**src/rtl/cache_tag_pkg.sv**
```systemverilog
// Shared encodings for the N-way MSI cache tag store: MSI line states and init FSM states.
package cache_tag_pkg;

    typedef enum logic [1:0] {
        ST_I = 2'b00,
        ST_S = 2'b01,
        ST_M = 2'b10
    } msi_e;

    typedef enum logic {
        INIT  = 1'b0,
        READY = 1'b1
    } init_fsm_e;

endpackage

```
**src/rtl/tag_way_bank.sv**
```systemverilog
// One way of the tag store: DEPTH x DW sync-read RAM with a single write port and a read
// address latched on each accepted lookup.
module tag_way_bank #(
    parameter int AWIDTH = 3,
    parameter int DW     = 11
) (
    input  logic              clock,
    input  logic              reset,
    input  logic              we,
    input  logic [AWIDTH-1:0] waddr,
    input  logic [DW-1:0]     wdata,
    input  logic              re,
    input  logic [AWIDTH-1:0] raddr,
    output logic [DW-1:0]     rdata
);

    localparam int DEPTH = 1 << AWIDTH;

    logic [DW-1:0]     mem [DEPTH];
    logic [AWIDTH-1:0] raddr_q;

    // NOTE: the array has no reset branch so it stays a plain RAM; the top's INIT sweep clears it.
    always_ff @(posedge clock) begin
        if (we) mem[waddr] <= wdata;
    end

    always_ff @(posedge clock or posedge reset) begin
        if (reset)   raddr_q <= '0;
        else if (re) raddr_q <= raddr;
    end

    // Read after the edge, so a write landing on the same edge is already visible (write-first).
    assign rdata = mem[raddr_q];

endmodule

```
**src/rtl/cache_tag_ram_nway.sv**
```systemverilog
// N-way set-associative MSI tag/state store with self-clearing init, sync-read compare and RR victims.
// Optional build macro: TAG_PARITY_EN adds an even-parity bit per entry and drives rsp_perr.
module cache_tag_ram_nway
    import cache_tag_pkg::*;
#(
    parameter  int AWIDTH = 3,
    parameter  int TWIDTH = 9,
    parameter  int SWIDTH = 2,
    parameter  int WAYS   = 2,
    localparam int WWIDTH = $clog2(WAYS)
) (
    input  logic              clock,
    input  logic              reset,
    output logic              init_done,
    input  logic              lk_valid,
    input  logic [AWIDTH-1:0] lk_addr,
    input  logic [TWIDTH-1:0] lk_tag,
    output logic              rsp_valid,
    output logic              rsp_hit,
    output logic [WWIDTH-1:0] rsp_way,
    output logic [SWIDTH-1:0] rsp_state,
    output logic [WWIDTH-1:0] rsp_victim,
    output logic              rsp_perr,
    input  logic              wr_en,
    input  logic [AWIDTH-1:0] wr_addr,
    input  logic [WWIDTH-1:0] wr_way,
    input  logic [TWIDTH-1:0] wr_tag,
    input  logic [SWIDTH-1:0] wr_state
);

    localparam int DEPTH = 1 << AWIDTH;
    localparam int BW    = SWIDTH + TWIDTH;
`ifdef TAG_PARITY_EN
    localparam int DW    = BW + 1;
`else
    localparam int DW    = BW;
`endif

    init_fsm_e         state_q, state_d;
    logic [AWIDTH-1:0] cnt_q;
    logic              lk_go, wr_go;
    logic [BW-1:0]     wr_body;
    logic [DW-1:0]     wr_entry, bank_wdata;
    logic [AWIDTH-1:0] bank_waddr;
    logic [WAYS-1:0]   bank_we;
    logic [DW-1:0]     rd [WAYS];
    logic [WWIDTH-1:0] rr_q [DEPTH];

    // NOTE: flops use <= so every register samples pre-edge values; comb blocks use = with defaults first.
    always_ff @(posedge clock or posedge reset) begin
        if (reset) begin
            state_q <= INIT;
            cnt_q   <= '0;
        end else begin
            state_q <= state_d;
            if (state_q == INIT) cnt_q <= cnt_q + 1'b1;
        end
    end

    always_comb begin
        state_d = state_q;
        if (state_q == INIT && cnt_q == AWIDTH'(DEPTH - 1)) state_d = READY;
    end

    assign init_done = (state_q == READY);
    assign lk_go     = lk_valid & init_done;
    assign wr_go     = wr_en & init_done;
    assign wr_body   = {wr_state, wr_tag};
`ifdef TAG_PARITY_EN
    assign wr_entry  = {^wr_body, wr_body};
`else
    assign wr_entry  = wr_body;
`endif

    // The init sweep owns the write port; {I, tag 0} has even parity, so all-zero is a clean entry.
    always_comb begin
        bank_waddr = wr_addr;
        bank_wdata = wr_entry;
        bank_we    = '0;
        if (!init_done) begin
            bank_waddr = cnt_q;
            bank_wdata = '0;
            bank_we    = '1;
        end else if (wr_en) begin
            bank_we[wr_way] = 1'b1;
        end
    end

    for (genvar w = 0; w < WAYS; w++) begin : g_way
        tag_way_bank #(.AWIDTH(AWIDTH), .DW(DW)) u_bank (
            .clock (clock),
            .reset (reset),
            .we    (bank_we[w]),
            .waddr (bank_waddr),
            .wdata (bank_wdata),
            .re    (lk_go),
            .raddr (lk_addr),
            .rdata (rd[w])
        );
    end

    always_ff @(posedge clock or posedge reset) begin
        if (reset) begin
            for (int i = 0; i < DEPTH; i++) rr_q[i] <= '0;
        end else if (wr_go && wr_way == rr_q[wr_addr]) begin
            rr_q[wr_addr] <= rr_q[wr_addr] + 1'b1;
        end
    end

    logic [AWIDTH-1:0] addr_q;
    logic [TWIDTH-1:0] tag_q;
    logic              rsp_valid_q;
    logic [SWIDTH-1:0] ent_state;
    logic [TWIDTH-1:0] ent_tag;
    logic              ent_ok, ent_valid;
    logic              hit_c, perr_c;
    logic [WWIDTH-1:0] way_c, victim_c;
    logic [SWIDTH-1:0] st_c;

    // Descending scan so the lowest-index hit and lowest-index free way win.
    always_comb begin
        hit_c     = 1'b0;
        perr_c    = 1'b0;
        way_c     = '0;
        st_c      = SWIDTH'(ST_I);
        victim_c  = rr_q[addr_q];
        ent_state = '0;
        ent_tag   = '0;
        ent_ok    = 1'b1;
        ent_valid = 1'b0;
        for (int w = WAYS - 1; w >= 0; w--) begin
            ent_state = rd[w][BW-1:TWIDTH];
            ent_tag   = rd[w][TWIDTH-1:0];
`ifdef TAG_PARITY_EN
            ent_ok    = ~^rd[w];
`else
            ent_ok    = 1'b1;
`endif
            perr_c    = perr_c | ~ent_ok;
            ent_valid = ent_ok && (ent_state != SWIDTH'(ST_I));
            if (ent_valid && ent_tag == tag_q) begin
                hit_c = 1'b1;
                way_c = WWIDTH'(w);
                st_c  = ent_state;
            end
            if (!ent_valid) victim_c = WWIDTH'(w);
        end
    end

    logic              hold_hit, hold_perr;
    logic [WWIDTH-1:0] hold_way, hold_victim;
    logic [SWIDTH-1:0] hold_state;

    // Hold registers keep the last result stable while idle, even if the set is rewritten.
    always_ff @(posedge clock or posedge reset) begin
        if (reset) begin
            rsp_valid_q <= 1'b0;
            addr_q      <= '0;
            tag_q       <= '0;
            hold_hit    <= 1'b0;
            hold_way    <= '0;
            hold_state  <= SWIDTH'(ST_I);
            hold_victim <= '0;
            hold_perr   <= 1'b0;
        end else begin
            rsp_valid_q <= lk_go;
            if (lk_go) begin
                addr_q <= lk_addr;
                tag_q  <= lk_tag;
            end
            if (rsp_valid_q) begin
                hold_hit    <= hit_c;
                hold_way    <= way_c;
                hold_state  <= st_c;
                hold_victim <= victim_c;
                hold_perr   <= perr_c;
            end
        end
    end

    assign rsp_valid  = rsp_valid_q;
    assign rsp_hit    = rsp_valid_q ? hit_c    : hold_hit;
    assign rsp_way    = rsp_valid_q ? way_c    : hold_way;
    assign rsp_state  = rsp_valid_q ? st_c     : hold_state;
    assign rsp_victim = rsp_valid_q ? victim_c : hold_victim;
    assign rsp_perr   = rsp_valid_q ? perr_c   : hold_perr;

endmodule

```
**config.mk**
```make
export PLATFORM = sky130hd
export DESIGN_NAME = cache_tag_ram_nway
export DESIGN_NICKNAME = d
export VERILOG_FILES = /design/src/rtl/cache_tag_pkg.sv /design/src/rtl/tag_way_bank.sv /design/src/rtl/cache_tag_ram_nway.sv
export SDC_FILE = /design/constraint.sdc
export NUM_CORES = 1
export LEC_CHECK = 0
export CORE_MARGIN = 3
export CORE_UTILIZATION = 40
export DETAILED_ROUTE_END_ITERATION = 12
export DONT_BUFFER_PORTS = 1
export PLACE_DENSITY = 0.6
export SLEW_MARGIN = 20
export SYNTH_ARGS = -nofsm -noshare
export SYNTH_HDL_FRONTEND = slang
export SYNTH_SLANG_ARGS = --single-unit
```
**constraint.sdc**
```tcl
create_clock -name clock -period 2.45 [get_ports clock]
set_input_delay 0.1225 -clock clock [delete_from_list [all_inputs] [get_ports clock]]
set_output_delay 0.1225 -clock clock [all_outputs]
set_load 0.005 [all_outputs]
```
==> results of run 1 <==
[worst register-to-register path: stages, from the launching register on]
cell	delay [ns]
dfrtp_2	0.49
buf_12	0.17
mux4_2	0.52
mux2i_2	0.18
xor2_1	0.27
nand4_1	0.18
nor3_2	0.20
buf_4	0.17
nand3b_1	0.17
a31oi_4	0.12
[registers in the layout, summed over array words and instances, names as in the netlist, 2 cells and up]
| signal | flops |
|---|---|
| tag_q | 9 |
| g_way.u_bank.mem | 176 |
| rr_q | 8 |
| addr_q | 3 |
| cnt_q | 3 |
| hold_state | 2 |
[final timing paths]
path	endpoint	slack, ns	cells past startpoint
setup / recovery	rsp_state[0]	-0.63	9
hold / removal	rr_q[3]	0.03	4
setup reg to reg	hold_state[0]	-0.18	9
hold reg to reg	rr_q[7]	0.51	2
max in group asynchronous	addr_q[0]	1.54	3
min in group asynchronous	hold_hit	0.18	2
[timing repair]
item,CTS,global route
endpoints found under the hold margin,38,0
resized for setup,27,18
endpoints found under the setup margin,9,11
pin swaps,10,6
buffers inserted,17,10
gates cloned,1,1
hold buffers,23,0
[per-stage QoR]
step | instance area (um^2) | TNS [ns] | std cells | setup WS, ns | utilization, %
2_1_floorplan | 8502 | 0 | 457 | 0.1618 | -
3_3_place_gp | 9117 | -0.8838 | 747 | -0.1326 | 44.35
3_5_place_dp | 9117 | -1.258 | 747 | -0.1837 | 44.35
4_1_cts | 10310 | -3.004 | 828 | -0.6202 | 50.16
5_1_grt | 10460 | -4.150 | 837 | -0.7613 | 50.88
6_report | 10460 | -3.014 | 837 | -0.6340 | 50.88
[per-layer routing]
metal | track usage (%) | routed length (um) | share of wire [%]
met5 | 0 | 8 | 0.042
met4 | 4.088 | 427 | 2.2
met3 | 2.855 | 1384 | 7.2
met2 | 27.60 | 9257 | 48
met1 | 23.32 | 8091 | 42
[cell usage after synthesis, drive strengths merged]
| master | instances |
|---|---|
| ha | 2 |
| or2 | 1 |
| nand2 | 20 |
| inv | 7 |
| clkbuf | 10 |
| nor2 | 30 |
| nor3 | 7 |
| nand3 | 2 |
| o21ai | 9 |
| o32a | 1 |
| xnor2 | 2 |
| xor2 | 18 |
| a21oi | 11 |
| mux2 | 18 |
| mux4 | 48 |
| a32oi | 1 |
| nand4 | 5 |
| nand3b | 3 |
| a41oi | 2 |
| nand2b | 2 |
| dfrtp | 31 |
| mux2i | 19 |
| a31oi | 4 |
| and2 | 12 |
| buf | 11 |
| o31ai | 1 |
| nor2b | 4 |
| edfxtp | 176 |
[placed cells by master (no fill, tap or decap), types with 2 or more instances in the layout]
cell	instances
mux4_1	4
mux2_2	18
xor2_1	18
nor2b_1	4
nand2_1	17
clkinv_2	6
nand2_2	3
mux2i_1	13
buf_12	11
nand2b_1	2
nor3_1	3
a41oi_1	2
clkbuf_16	23
edfxtp_1	176
buf_4	51
a31oi_4	2
mux2i_2	5
xnor2_1	2
a21oi_1	9
inv_1	7
dfrtp_1	27
o21ai_0	7
clkbuf_1	5
nand4_1	5
dfrtp_2	4
ha_1	2
dlygate4sd3_1	23
mux4_2	44
nor2_1	29
buf_6	3
and2_1	12
clkbuf_8	4
a21oi_2	2
nand3b_1	3
nor3_2	3
a31oi_1	2
[logic make-up after synthesis]
kind of cell             after synthesis
flip-flops                           207
AND/OR/NAND/NOR                       86
multiplexers                          85
AO/OA/AOI/OAI                         29
buffers and inverters                 28
XOR/XNOR                              20
adder cells (fa/ha/maj)                2
[power by group through the flow]
stage / Combinational [mW] / Clock, mW / Sequential [mW]
final: 0.942 / 3.20 / 3.99
after global placement: 0.766 / 0 / 4.05
after CTS: 0.908 / 3.26 / 3.99
after detailed placement: 0.778 / 0 / 4.06
after floorplan: 0.563 / 0 / 4.02
after global routing: 1.01 / 3.41 / 4.00
[area by class of cell]
cell class	instances	area [um^2]
fillers	1674	10100
flip-flops and latches	207	6066
multi-input cells	222	2389
repair buffers	91	934.6
clock buffers	31	624.3
well taps	270	337.8
clock inverters	9	83.83
inverters	7	26.28
==> results.yml, run 1 <==
synthesis:
  yosysWarnings: 0
  ys_seq_area_share_pct: 71.29
  synth_xor_area_share_pct: 2.060
  netlist_area_um2: 8502
  yosysTopAreaCell: "edfxtp_1"
  synth.area.mux_share_pct: 17.60
  avgSynthCellArea_um2: 18.60
  synth-simple-area-share_pct: 4.886
  synth_nets: 490
  synth_top_family_by_area: "multiplexers"
  synth.area.top_cells: "edfxtp_1 (62%), mux4_2 (11%), dfrtp_1 (9.1%)"
  synth_top_cell_area_share_pct: 62.16
  synth_fa_ha_area_share_pct: 0.2943
  synth_compound_area_share_pct: 1.987
  synth_seq_cells: 207
  netlist_instances: 457
  synth_cell_types: 34
pwr:
  p_comb_share_pct: 11.6
  p_switching_mw: 1.839
  power_leakage_nw: 3.644
  power_mw: 8.131
  p_sw_share_pct: 22.62
  p_clk_share_pct: 39.3
  seqPwrFrac_pct: 49.1
  powerDensity_nw_per_um2: 777.2
  p_int_mw: 6.292
  irDropWorstVdd_v: 0.0005138
sta:
  hold_violations: 0
  clock_skew_ns: 0.01612
  finalSetupViolCount: 9
  layout_min_cycle_time_ns: 3.084
  post-route-period-util_pct: 125.9
  max-slew-margin-rel_pct: 50.04
  clock.fmax_ghz: 0.3243
  worst_slew_pin_slew_ns: 0.7466
  hold_ws_ns: 0.03355
  rsz0062_at_grt: "true"
  setup_slack_ns: -0.6340
  finalMaxSlewViolations: 0
cts:
  cts_buffers: 22
  tritoncts: "yes"
  htree_levels: 1
  clockBufferDepth: 3
  root_buffer: "clkbuf_16"
  clk_pin_slew_worst_paths_ns: 0.06
  worst_skew_pair.late_latency_ns: 0.50
  clock-sinks: 207
worst_hold_path:
  min_from: "wr_en"
  min_path_type: "in2reg"
run_status:
  status: "finished, violations left"
  violations: "negative setup slack"
die:
  fp.dieH_um: 151.8
  die-area_um2: 23040
  core_area_um2: 20560
  dieWidth_um: 151.8
  rows: 52
  boundaryPins: 39
  start_util_pct: 41.35
cells_and_area:
  drive_gt1_share_pct: 33.69
  nNetsFinal: 584
  area_delta_synth_final_pct: 23.05
  n_antenna_cell: 0
detailed_routing:
  drc: 0
  vias: 4523
  ant_nets: 0
  first_pass_iters: 4
  routed_wl_mm: 19.17
  wire_per_inst_um: 22.90
  dr.first_iter.drc_count: 334
  detail_route.vias_per_cell: 5.404
setup_path:
  arrival_ns: 2.96
  path_max_fanout: 7
  cp_cell_sequence: "buf_12, mux4_2, mux2i_2, xor2_1, nand4_1, nor3_2, buf_4, nand3b_1, a31oi_4"
  critPathCaptureType: "output pin"
  path_buf_inv: 2
  startpoint: "addr_q[0]"
  start_kind: "register"
  crit_slowest_cell: "mux4_2"
  required_ns: 2.33
  r2r_start: "addr_q[0]"
  cp_top_family: "multiplexers"
  crit_type: "reg2out"
  crit_path_max_incr_delay_ns: 0.51
placed_design:
  gp_congestion: 0.7824
  dp_hpwl_mm: 11.94
  port_buffers: 0
grt:
  grt_pass1_wl_mm: 28.26
  grt_pass1_vias: 4769
  overflow: 0
  grt_usage_pct: 16.70
  grt_start_max_net_pins: 31
  antenna_found_initial: 1
job:
  max_cap_violations: 0
No activity file was read; power rests on OpenSTA's default activity.
==> run 2, diff against run 1 <==
--- a/config.mk
+++ b/config.mk
@@ -5,10 +5,11 @@
 export SDC_FILE = /design/constraint.sdc
 export NUM_CORES = 1
 export LEC_CHECK = 0
-export CORE_MARGIN = 3
+export CORE_MARGIN = 2
 export CORE_UTILIZATION = 40
 export DETAILED_ROUTE_END_ITERATION = 12
 export DONT_BUFFER_PORTS = 1
+export GPL_TIMING_DRIVEN = 1
 export PLACE_DENSITY = 0.6
 export SLEW_MARGIN = 20
 export SYNTH_ARGS = -nofsm -noshare
==> run 2 against run 1 <==
The flow still finishes with violations (negative setup slack); setup slack better by 0.020 ns; sequential share of layout area is 1.5 points higher; hold slack better by 0.0018 ns; routed wire length is 0.65% lower; fmax is 0.67% higher; sequential cell count stayed put; largest power group unchanged.
==> results.yml, run 2 (synthesis gave the netlist of run 1 again) <==
worst_hold_path:
  min_path_type: "in2reg"
die:
  die-area_um2: 22440
  dieWidth_um: 149.8
  boundaryPins: 39
  fp.dieH_um: 149.8
  start_util_pct: 40.57
  rows: 53
  core_area_um2: 20960
sta:
  clock.fmax_ghz: 0.3264
  layout_min_cycle_time_ns: 3.064
  clock_skew_ns: 0.01533
  setup_slack_ns: -0.6135
  finalMaxSlewViolations: 0
  post-route-period-util_pct: 125.0
  max-slew-margin-rel_pct: 47.67
  worst_slew_pin_slew_ns: 0.7841
  rsz0062_at_grt: "true"
  hold_violations: 0
  finalSetupViolCount: 9
  finalSetupTns_ns: -2.928
detailed_routing:
  detail_route.vias_per_cell: 5.429
  vias: 4463
  wire_per_inst_um: 23.17
  first_pass_iters: 5
  drc: 0
  routed_wl_mm: 19.04
  ant_nets: 0
  dr.first_iter.drc_count: 381
grt:
  overflow: 0
  grt_usage_pct: 17.42
  grt_pass1_wl_mm: 28.54
  antenna_found_initial: 0
  grt_start_max_net_pins: 24
  grt_pass1_vias: 4687
setup_path:
  required_ns: 2.33
  path_max_fanout: 4
  start_kind: "register"
  crit_path_max_incr_delay_ns: 0.49
  crit_slowest_cell: "mux4_2"
  r2r_setup_slack_ns: -0.10
  crit_type: "reg2out"
  cp_cell_sequence: "buf_12, mux4_2, mux2i_1, xor2_1, nand4_1, nor3_4, nand3b_1, a31oi_4"
  path_buf_inv: 1
  arrival_ns: 2.94
  critPathCaptureType: "output pin"
  cp_top_family: "simple AND/OR/NAND/NOR gates"
pwr:
  p_int_mw: 6.267
  irDropWorstVdd_v: 0.0006146
  power_leakage_nw: 3.530
  seqPwrFrac_pct: 49.4
  powerDensity_nw_per_um2: 792.3
  power_mw: 8.079
  p_clk_share_pct: 40.1
  p_comb_share_pct: 10.4
  p_sw_share_pct: 22.42
  p_switching_mw: 1.812
placed_design:
  dpl_cell_area_um2: 9094
  port_buffers: 0
  gp_congestion: 0.8026
  dp_hpwl_mm: 11.92
cells_and_area:
  area_delta_synth_final_pct: 19.94
  final_common_cell: "edfxtp_1"
  top_regs: "g_way.u_bank.mem (176), tag_q (9), rr_q (8)"
  largest_reg_flops: 176
  multi_input_area_um2: 2359
  drive_gt1_share_pct: 28.70
  fill_cells: 1745
  regArea_um2: 6065
  n_antenna_cell: 0
  mostFrequentLayoutCells: "edfxtp_1 (176), mux4_2 (43), buf_4 (40), nor2_1 (29), dfrtp_1 (28)"
  nNetsFinal: 565
  fin_area_um2: 10200
  regMostFlops: "g_way.u_bank.mem"
cts:
  tritoncts: "yes"
  worst_skew_pair.late_latency_ns: 0.50
  clk_pin_slew_worst_paths_ns: 0.06
  htree_levels: 1
  clockBufferDepth: 3
  cts_buffers: 22
  root_buffer: "clkbuf_16"
  clock-sinks: 207
run_status:
  status: "finished, violations left"
  violations: "negative setup slack"
job:
  max_cap_violations: 0
## run 2: stage by stage
step / std cells / hold slack (ns) / util (%) / setup WS [ns]
4_1_cts: 822 / 0.02290 / 48.59 / -0.6417
5_1_grt: 822 / 0.06436 / 48.66 / -0.7358
6_report: 822 / 0.03531 / 48.66 / -0.6135
2_1_floorplan: 457 / 0.2260 / - / 0.1618
3_5_place_dp: 753 / 0.1990 / 43.40 / -0.2964
3_3_place_gp: 753 / 0.1858 / 43.40 / -0.2817
## run 2: power groups by stage
stage | Clock, mW | Combinational, mW | Sequential [mW]
floorplan | 0 | 0.563 | 4.02
global placement | 0 | 0.754 | 4.06
detailed placement | 0 | 0.760 | 4.06
CTS | 3.29 | 0.841 | 3.99
global route | 3.42 | 0.914 | 4.00
finish | 3.24 | 0.844 | 3.99
## run 2: layout make-up
cell class / instances / area share, %
Inverter: 7 / 0.2577
Sequential cell: 207 / 59.47
Timing Repair Buffer: 72 / 6.798
Tap cell: 275 / 3.374
Clock inverter: 10 / 1.117
Multi-Input combinational cell: 222 / 23.13
Clock buffer: 29 / 5.853
## run 2: path summary, 6_finish.rpt
kind / start / endpoint / depth (start not counted)
worst max-delay path: addr_q[0] / rsp_state[1] / 8
worst min-delay path: wr_en / rr_q[2] / 4
worst max register to register: addr_q[0] / hold_state[1] / 9
worst min register to register: rr_q[3] / rr_q[3] / 2
max in group asynchronous: reset / hold_hit / 3
min in group asynchronous: reset / hold_way / 2
## run 2: layer usage
metal	part of all wire [%]	vias to the layer above	GRT usage, %
met5	0	-	0
met2	47	133	28.23
met1	46	2344	25.31
met3	5.1	31	2.866
li1	-	1955	-
met4	1.7	0	3.255
## run 2: what timing repair did
action,CTS,global route
setup buffers,7,0
hold buffers,23,0
gates resized for setup,18,4
hold endpoints to repair,36,0
setup endpoints to repair,9,9
gates cloned,0,0
pin swaps,10,6
## run 2: worst register-to-register path, delay by kind of cell, from the launching register on
family,cells,cell delay [ns]
xor gates and xnor gates,1,0.23
DFF,1,0.45
and+or+nand+nor,3,0.58
buffers and inverters,2,0.33
AOI/OAI and AO/OA,1,0.12
muxes,2,0.67
